### config.mk
export PLATFORM = sky130hd
export DESIGN_NAME = timer_control
export DESIGN_NICKNAME = d
export VERILOG_FILES = /design/src/rtl/timer_control.sv
export SDC_FILE = /design/constraint.sdc
export NUM_CORES = 1
export LEC_CHECK = 0
export ABC_CLOCK_PERIOD_IN_PS = 4600
export CAP_MARGIN = 20
export CORE_MARGIN = 1
export CORE_UTILIZATION = 40
export CTS_BUF_LIST = sky130_fd_sc_hd__clkbuf_16
export CTS_CLUSTER_DIAMETER = 150
export DETAILED_ROUTE_END_ITERATION = 8
export SLEW_MARGIN = 20
export SYNTH_ARGS = -nofsm -noshare
export SYNTH_HDL_FRONTEND = slang
export SYNTH_SLANG_ARGS = --single-unit
### constraint.sdc
create_clock -name clk -period 4.6 [get_ports clk]
set_input_delay 0.69 -clock clk [delete_from_list [all_inputs] [get_ports clk]]
set_output_delay 0.69 -clock clk [all_outputs]
set_load 0.005 [all_outputs]
### src/rtl/timer_control.sv
// Keypad-driven countdown timer / stopwatch with BCD display and an alarm
// that auto-clears after ALARM_TICKS seconds. All outputs are registered.
module timer_control #(
    parameter int unsigned ALARM_TICKS = 5
) (
    input  logic        clk,
    input  logic        rst,
    input  logic        key_valid,
    input  logic [3:0]  key_code,
    input  logic        tick_1hz,
    input  logic        mode_down,
    output logic [15:0] disp,
    output logic [2:0]  state,
    output logic        running,
    output logic        alarm,
    output logic        done_pulse
);

    typedef enum logic [2:0] {
        ST_IDLE  = 3'd0,
        ST_ENTRY = 3'd1,
        ST_RUN   = 3'd2,
        ST_PAUSE = 3'd3,
        ST_DONE  = 3'd4
    } state_t;

    state_t      r_state, w_state_next;
    logic [15:0] r_entry, w_entry_next;
    logic [15:0] r_count, w_count_next;
    logic [15:0] r_limit, w_limit_next;
    logic        r_mode_down, w_mode_down_next;
    logic [7:0]  r_alarm_cnt, w_alarm_cnt_next;
    logic [15:0] r_disp;
    logic        r_running, r_alarm, r_done_pulse;

    logic        w_key_digit, w_key_hash, w_key_clear;
    logic [15:0] w_dec, w_inc;
    logic [3:0]  w_borrow, w_carry;
    logic [7:0]  w_alarm_inc;

    assign w_key_digit = key_valid && (key_code <= 4'd9);
    assign w_key_hash  = key_valid && (key_code == 4'd10);
    assign w_key_clear = key_valid && (key_code == 4'd11);
    assign w_alarm_inc = r_alarm_cnt + 8'd1;

    // Ripple BCD decrement/increment of the count, one digit per generate slice.
    assign w_borrow[0] = 1'b1;
    assign w_carry[0]  = 1'b1;
    generate
        for (genvar gi = 0; gi < 4; gi++) begin : g_bcd
            logic [3:0] w_digit;
            assign w_digit = r_count[gi*4 +: 4];
            assign w_dec[gi*4 +: 4] = !w_borrow[gi] ? w_digit :
                                      (w_digit == 4'd0) ? 4'd9 : w_digit - 4'd1;
            assign w_inc[gi*4 +: 4] = !w_carry[gi] ? w_digit :
                                      (w_digit == 4'd9) ? 4'd0 : w_digit + 4'd1;
            if (gi < 3) begin : g_chain
                assign w_borrow[gi+1] = w_borrow[gi] && (w_digit == 4'd0);
                assign w_carry[gi+1]  = w_carry[gi]  && (w_digit == 4'd9);
            end
        end
    endgenerate

    always_comb begin
        w_state_next     = r_state;
        w_entry_next     = r_entry;
        w_count_next     = r_count;
        w_limit_next     = r_limit;
        w_mode_down_next = r_mode_down;
        w_alarm_cnt_next = r_alarm_cnt;
        if (w_key_clear) begin
            w_state_next = ST_IDLE;
            w_entry_next = 16'h0000;
            w_count_next = 16'h0000;
            w_limit_next = 16'h0000;
        end else begin
            case (r_state)
                ST_IDLE, ST_ENTRY: begin
                    if (w_key_digit) begin
                        w_entry_next = {r_entry[11:0], key_code};
                        w_state_next = ST_ENTRY;
                    end else if (w_key_hash) begin
                        if (mode_down) begin
                            if (r_entry != 16'h0000) begin
                                w_count_next     = r_entry;
                                w_mode_down_next = 1'b1;
                                w_state_next     = ST_RUN;
                            end
                        end else begin
                            w_count_next     = 16'h0000;
                            w_limit_next     = (r_entry == 16'h0000) ? 16'h9999 : r_entry;
                            w_mode_down_next = 1'b0;
                            w_state_next     = ST_RUN;
                        end
                    end
                end
                ST_RUN: begin
                    // '#' swallows a coincident tick; other keys let it through.
                    if (w_key_hash) begin
                        w_state_next = ST_PAUSE;
                    end else if (tick_1hz) begin
                        w_count_next = r_mode_down ? w_dec : w_inc;
                        if (r_mode_down ? (w_dec == 16'h0000) : (w_inc == r_limit)) begin
                            w_state_next     = ST_DONE;
                            w_alarm_cnt_next = 8'd0;
                        end
                    end
                end
                ST_PAUSE: begin
                    if (w_key_hash) w_state_next = ST_RUN;
                end
                ST_DONE: begin
                    if (key_valid) begin
                        w_state_next = ST_IDLE;
                        w_entry_next = 16'h0000;
                        w_count_next = 16'h0000;
                    end else if (tick_1hz) begin
                        if (w_alarm_inc == 8'(ALARM_TICKS)) begin
                            w_state_next = ST_IDLE;
                            w_entry_next = 16'h0000;
                            w_count_next = 16'h0000;
                        end else begin
                            w_alarm_cnt_next = w_alarm_inc;
                        end
                    end
                end
                default: w_state_next = ST_IDLE;
            endcase
        end
    end

    always_ff @(posedge clk) begin
        if (rst) begin
            r_state      <= ST_IDLE;
            r_entry      <= 16'h0000;
            r_count      <= 16'h0000;
            r_limit      <= 16'h0000;
            r_mode_down  <= 1'b0;
            r_alarm_cnt  <= 8'd0;
            r_disp       <= 16'h0000;
            r_running    <= 1'b0;
            r_alarm      <= 1'b0;
            r_done_pulse <= 1'b0;
        end else begin
            r_state      <= w_state_next;
            r_entry      <= w_entry_next;
            r_count      <= w_count_next;
            r_limit      <= w_limit_next;
            r_mode_down  <= w_mode_down_next;
            r_alarm_cnt  <= w_alarm_cnt_next;
            r_disp       <= (w_state_next == ST_IDLE || w_state_next == ST_ENTRY) ?
                            w_entry_next : w_count_next;
            r_running    <= (w_state_next == ST_RUN);
            r_alarm      <= (w_state_next == ST_DONE);
            r_done_pulse <= (w_state_next == ST_DONE) && (r_state != ST_DONE);
        end
    end

    assign disp       = r_disp;
    assign state      = r_state;
    assign running    = r_running;
    assign alarm      = r_alarm;
    assign done_pulse = r_done_pulse;

endmodule

==> results.tsv <==
stage	metric	value	unit
power_and_ir_drop	worst vdd ir	203	uV
routing	detailed-route wire length	16400	um
job	max cap viols	0	
place	# placed instances	825	
power_and_ir_drop	Comb pwr share	0.070	
grt	initial antenna violation count	0	
cells_and_area	register area	1580	um2
place	worst slack, placed	0.949	ns
power_and_ir_drop	sequential cell fraction of total power	0.421	
clock_network	CTS sink count	79	
cells_and_area	fraction of layout cells with a size suffix above 1	0.0972	
routing	Antenna Nets Post-Route	0	
sta	RSZ-0062 raised after global routing	false	
grt	vias in the first global route	4739	
clock_network	Clock transition at path regs	0.07	ns
power_and_ir_drop	Psw	0.397	mW
die	FP Rows	41	
sta	Final Slew Violations	0	
routing	WL/cell	19.4	um
cells_and_area	post-route cell area	5960	um2
sta	Setup WS post-layout	0.901	ns
clock_network	hold buffers post-CTS	0	
yosys	Synth Register Bits	79	
cells_and_area	Post-Route Utilization	0.471	
routing	Vias per Instance	6.10	
clock_network	CTS tree	built	
yosys	most numerous cell in the Yosys netlist	dfxtp_1	
power_and_ir_drop	switch share	0.237	
cells_and_area	synth-to-layout area growth	14.2	%
sta	fin crit share	0.804	
routing	Iter 0 DRT Violations	507	
yosys	EDFF count, synth	0	
power_and_ir_drop	LEAKAGE	2.12	nW
place	GPL Wtd Cong	0.931	
power_and_ir_drop	PwrDens	281	nW/um2
worst_setup_path	critical path startpoint category	register	
sta	clk_skew	0.0122	ns
die	Die W	116	um
worst_setup_path	WP buf/inv	1	
clock_network	Post-CTS Setup Repair Bufs	0	
sta	Total Neg Setup Slack	0	ns
sta	slew margin rel.	0.309	
cells_and_area	Nets	691	
place	Post-DP HPWL	12000	um
worst_setup_path	Crit Path Max Fanout	11	
yosys	Syn Area/Cell	7.90	um2
worst_setup_path	cell family with most CP delay	simple AND/OR/NAND/NOR gates	
grt	grt ovf	0	
cells_and_area	FILL cells	1245	
min_path	worst min path class	reg2reg	
yosys	Primary FF master, synth	dfxtp_1	
grt	largest net degree at the start of global routing	35	
power_and_ir_drop	total power draw	1.67	mW
clock_network	H-tree depth	3	
sta	crit path time final	3.70	ns
power_and_ir_drop	Int Pwr	1.28	mW
sta	Worst Tran Pin Value	1.03	ns
clock_network	cts repair resizes	0	
worst_setup_path	worst path cell trace	inv_1, ha_1, or3b_4, nor2_2, a21boi_1, or4_1, or4_1, o21a_1, a211o_1, a21oi_2	
routing	total number of vias	5126	
place	cell area after placement	5610	um2
worst_setup_path	Required @ worst endpoint	4.88	ns
sta	Max Freq	270	MHz
die	core area	12700	um2
worst_setup_path	CP peak stage delay	0.57	ns
worst_setup_path	CP arrival	3.98	ns
yosys	largest cells by area after synthesis	dfxtp_1 (30%), nor2_1 (4.7%), ha_1 (4.3%)	
yosys	Post-synth top cells	dfxtp_1 (79), nor2_1 (65), nand2_1 (56)	
sta	WHS	0.486	ns
yosys	Synth area leader	dfxtp_1	
yosys	Yosys cell types	85	
grt	first-pass GRT wire length	26100	um
yosys	Yosys top cell area share	0.303	
clock_network	root buffer cell	clkbuf_16	
clock_network	Worst-Skew Late Latency	0.34	ns
yosys	Async S/R FF share, synth	0	
yosys	syn nets	688	
routing	first drt pass iteration count	5	
place	PortBufs	30	
die	initial core utilization	0.412	
die	IO Count	31	
worst_setup_path	Slowest cell on crit path	or4_1	
sta	setup violators final	0	
grt	global-route usage over all layers	0.255	
sta	Fin. Hold Viols	0	
power_and_ir_drop	clock share of power	0.510	
cells_and_area	area of the multi-input gates	3330	um2
yosys	share of the yosys chip area belonging to registers	0.303	
cells_and_area	ANT cells	0	
routing	final routed DRC violation total	0	
die	full die area	13500	um2
cells_and_area	post-route insts no fill	841	
status	status	completed	
worst_setup_path	most frequent CP cell	or4_1	
yosys	YS warnings	0	
clock_network	Max clock buf depth	2	
worst_setup_path	CP endpoint kind	register	
clock_network	Inserted Clock Buffers	9	
die	Die Span Y	116	um
yosys	Syn Inst Count	661	
yosys	Cell Area, Synth	5220	um2
worst_setup_path	Crit Path Category	reg2reg	
[final timing paths]
check	slack, ns	to	cells past startpoint	from
max	0.90	r_alarm_cnt[6]	10	r_count[0]
min	0.49	r_limit[6]	2	r_limit[6]
max reg2reg	0.90	r_alarm_cnt[6]	10	r_count[0]
min reg2reg	0.49	r_limit[6]	2	r_limit[6]
[cells by family after synthesis]
group,count (synthesis),share of synthesized area
muxes,22,0.0469
DFF,79,0.303
buffers and inverters,76,0.0592
AOI/OAI and AO/OA,194,0.263
adders and majority gates,18,0.0431
xor gates and xnor gates,13,0.0218
and+or+nand+nor,259,0.263
[worst min-delay path: stages (launching register included)]
cell	delay (ns)
dfxtp_1	0.33
nand2_1	0.06
a21oi_1	0.05
[power groups by stage]
stage | Clock [mW] | Combinational, mW | Sequential (mW)
6_report | 0.853 | 0.117 | 0.704
5_1_grt | 0.894 | 0.127 | 0.705
4_1_cts | 0.861 | 0.115 | 0.704
3_5_place_dp | 0 | 0.115 | 0.720
3_3_place_gp | 0 | 0.114 | 0.720
2_1_floorplan | 0 | 0.0727 | 0.715
[layer usage]
layer | global-route usage | vias to the layer above | part of all wire
met4 | 0.0949 | 0 | 0.022
met1 | 0.363 | 2421 | 0.47
met2 | 0.379 | 211 | 0.44
met3 | 0.0467 | 20 | 0.070
li1 | - | 2474 | -
met5 | 0 | - | 0
[sequential cells by signal, summed over array words and instances, names as in the netlist]
| register | flops |
|---|---|
| alarm | 1 |
| disp | 16 |
| done_pulse | 1 |
| r_alarm_cnt | 8 |
| r_count | 16 |
| r_entry | 16 |
| r_limit | 16 |
| r_mode_down | 1 |
| running | 1 |
| state | 3 |
[cells in the final DEF (no fill, tap or decap), types with 4 or more instances in the layout]
cell type / instances
a211oi_1: 6
xnor2_1: 7
a311oi_1: 5
or2_2: 4
a41oi_1: 4
dfxtp_1: 79
nor4_1: 10
ha_1: 18
clkbuf_16: 9
buf_4: 10
nand3b_1: 8
nand2b_1: 13
a31o_2: 4
nor3b_1: 7
and3_1: 5
o21ai_0: 25
xor2_1: 6
clkdlybuf4s50_1: 30
a21oi_1: 41
a22o_1: 16
nand2_1: 56
a22oi_1: 9
nor3_1: 26
a31oi_1: 13
a222oi_1: 8
o211ai_1: 6
nand3_1: 20
o22ai_1: 11
nor2_1: 65
nor2b_1: 4
nand4_1: 7
inv_1: 26
or3_1: 6
mux2_2: 19
[layout make-up]
| type | instances | area share |
|---|---|---|
| clock buffers | 9 | 0.0378 |
| clock inverters | 7 | 0.0214 |
| inverters | 28 | 0.0176 |
| multi-input cells | 506 | 0.559 |
| flip-flops and latches | 79 | 0.265 |
| well taps | 172 | 0.0361 |
| repair buffers | 40 | 0.0629 |
No activity file was read; power rests on OpenSTA's default activity.
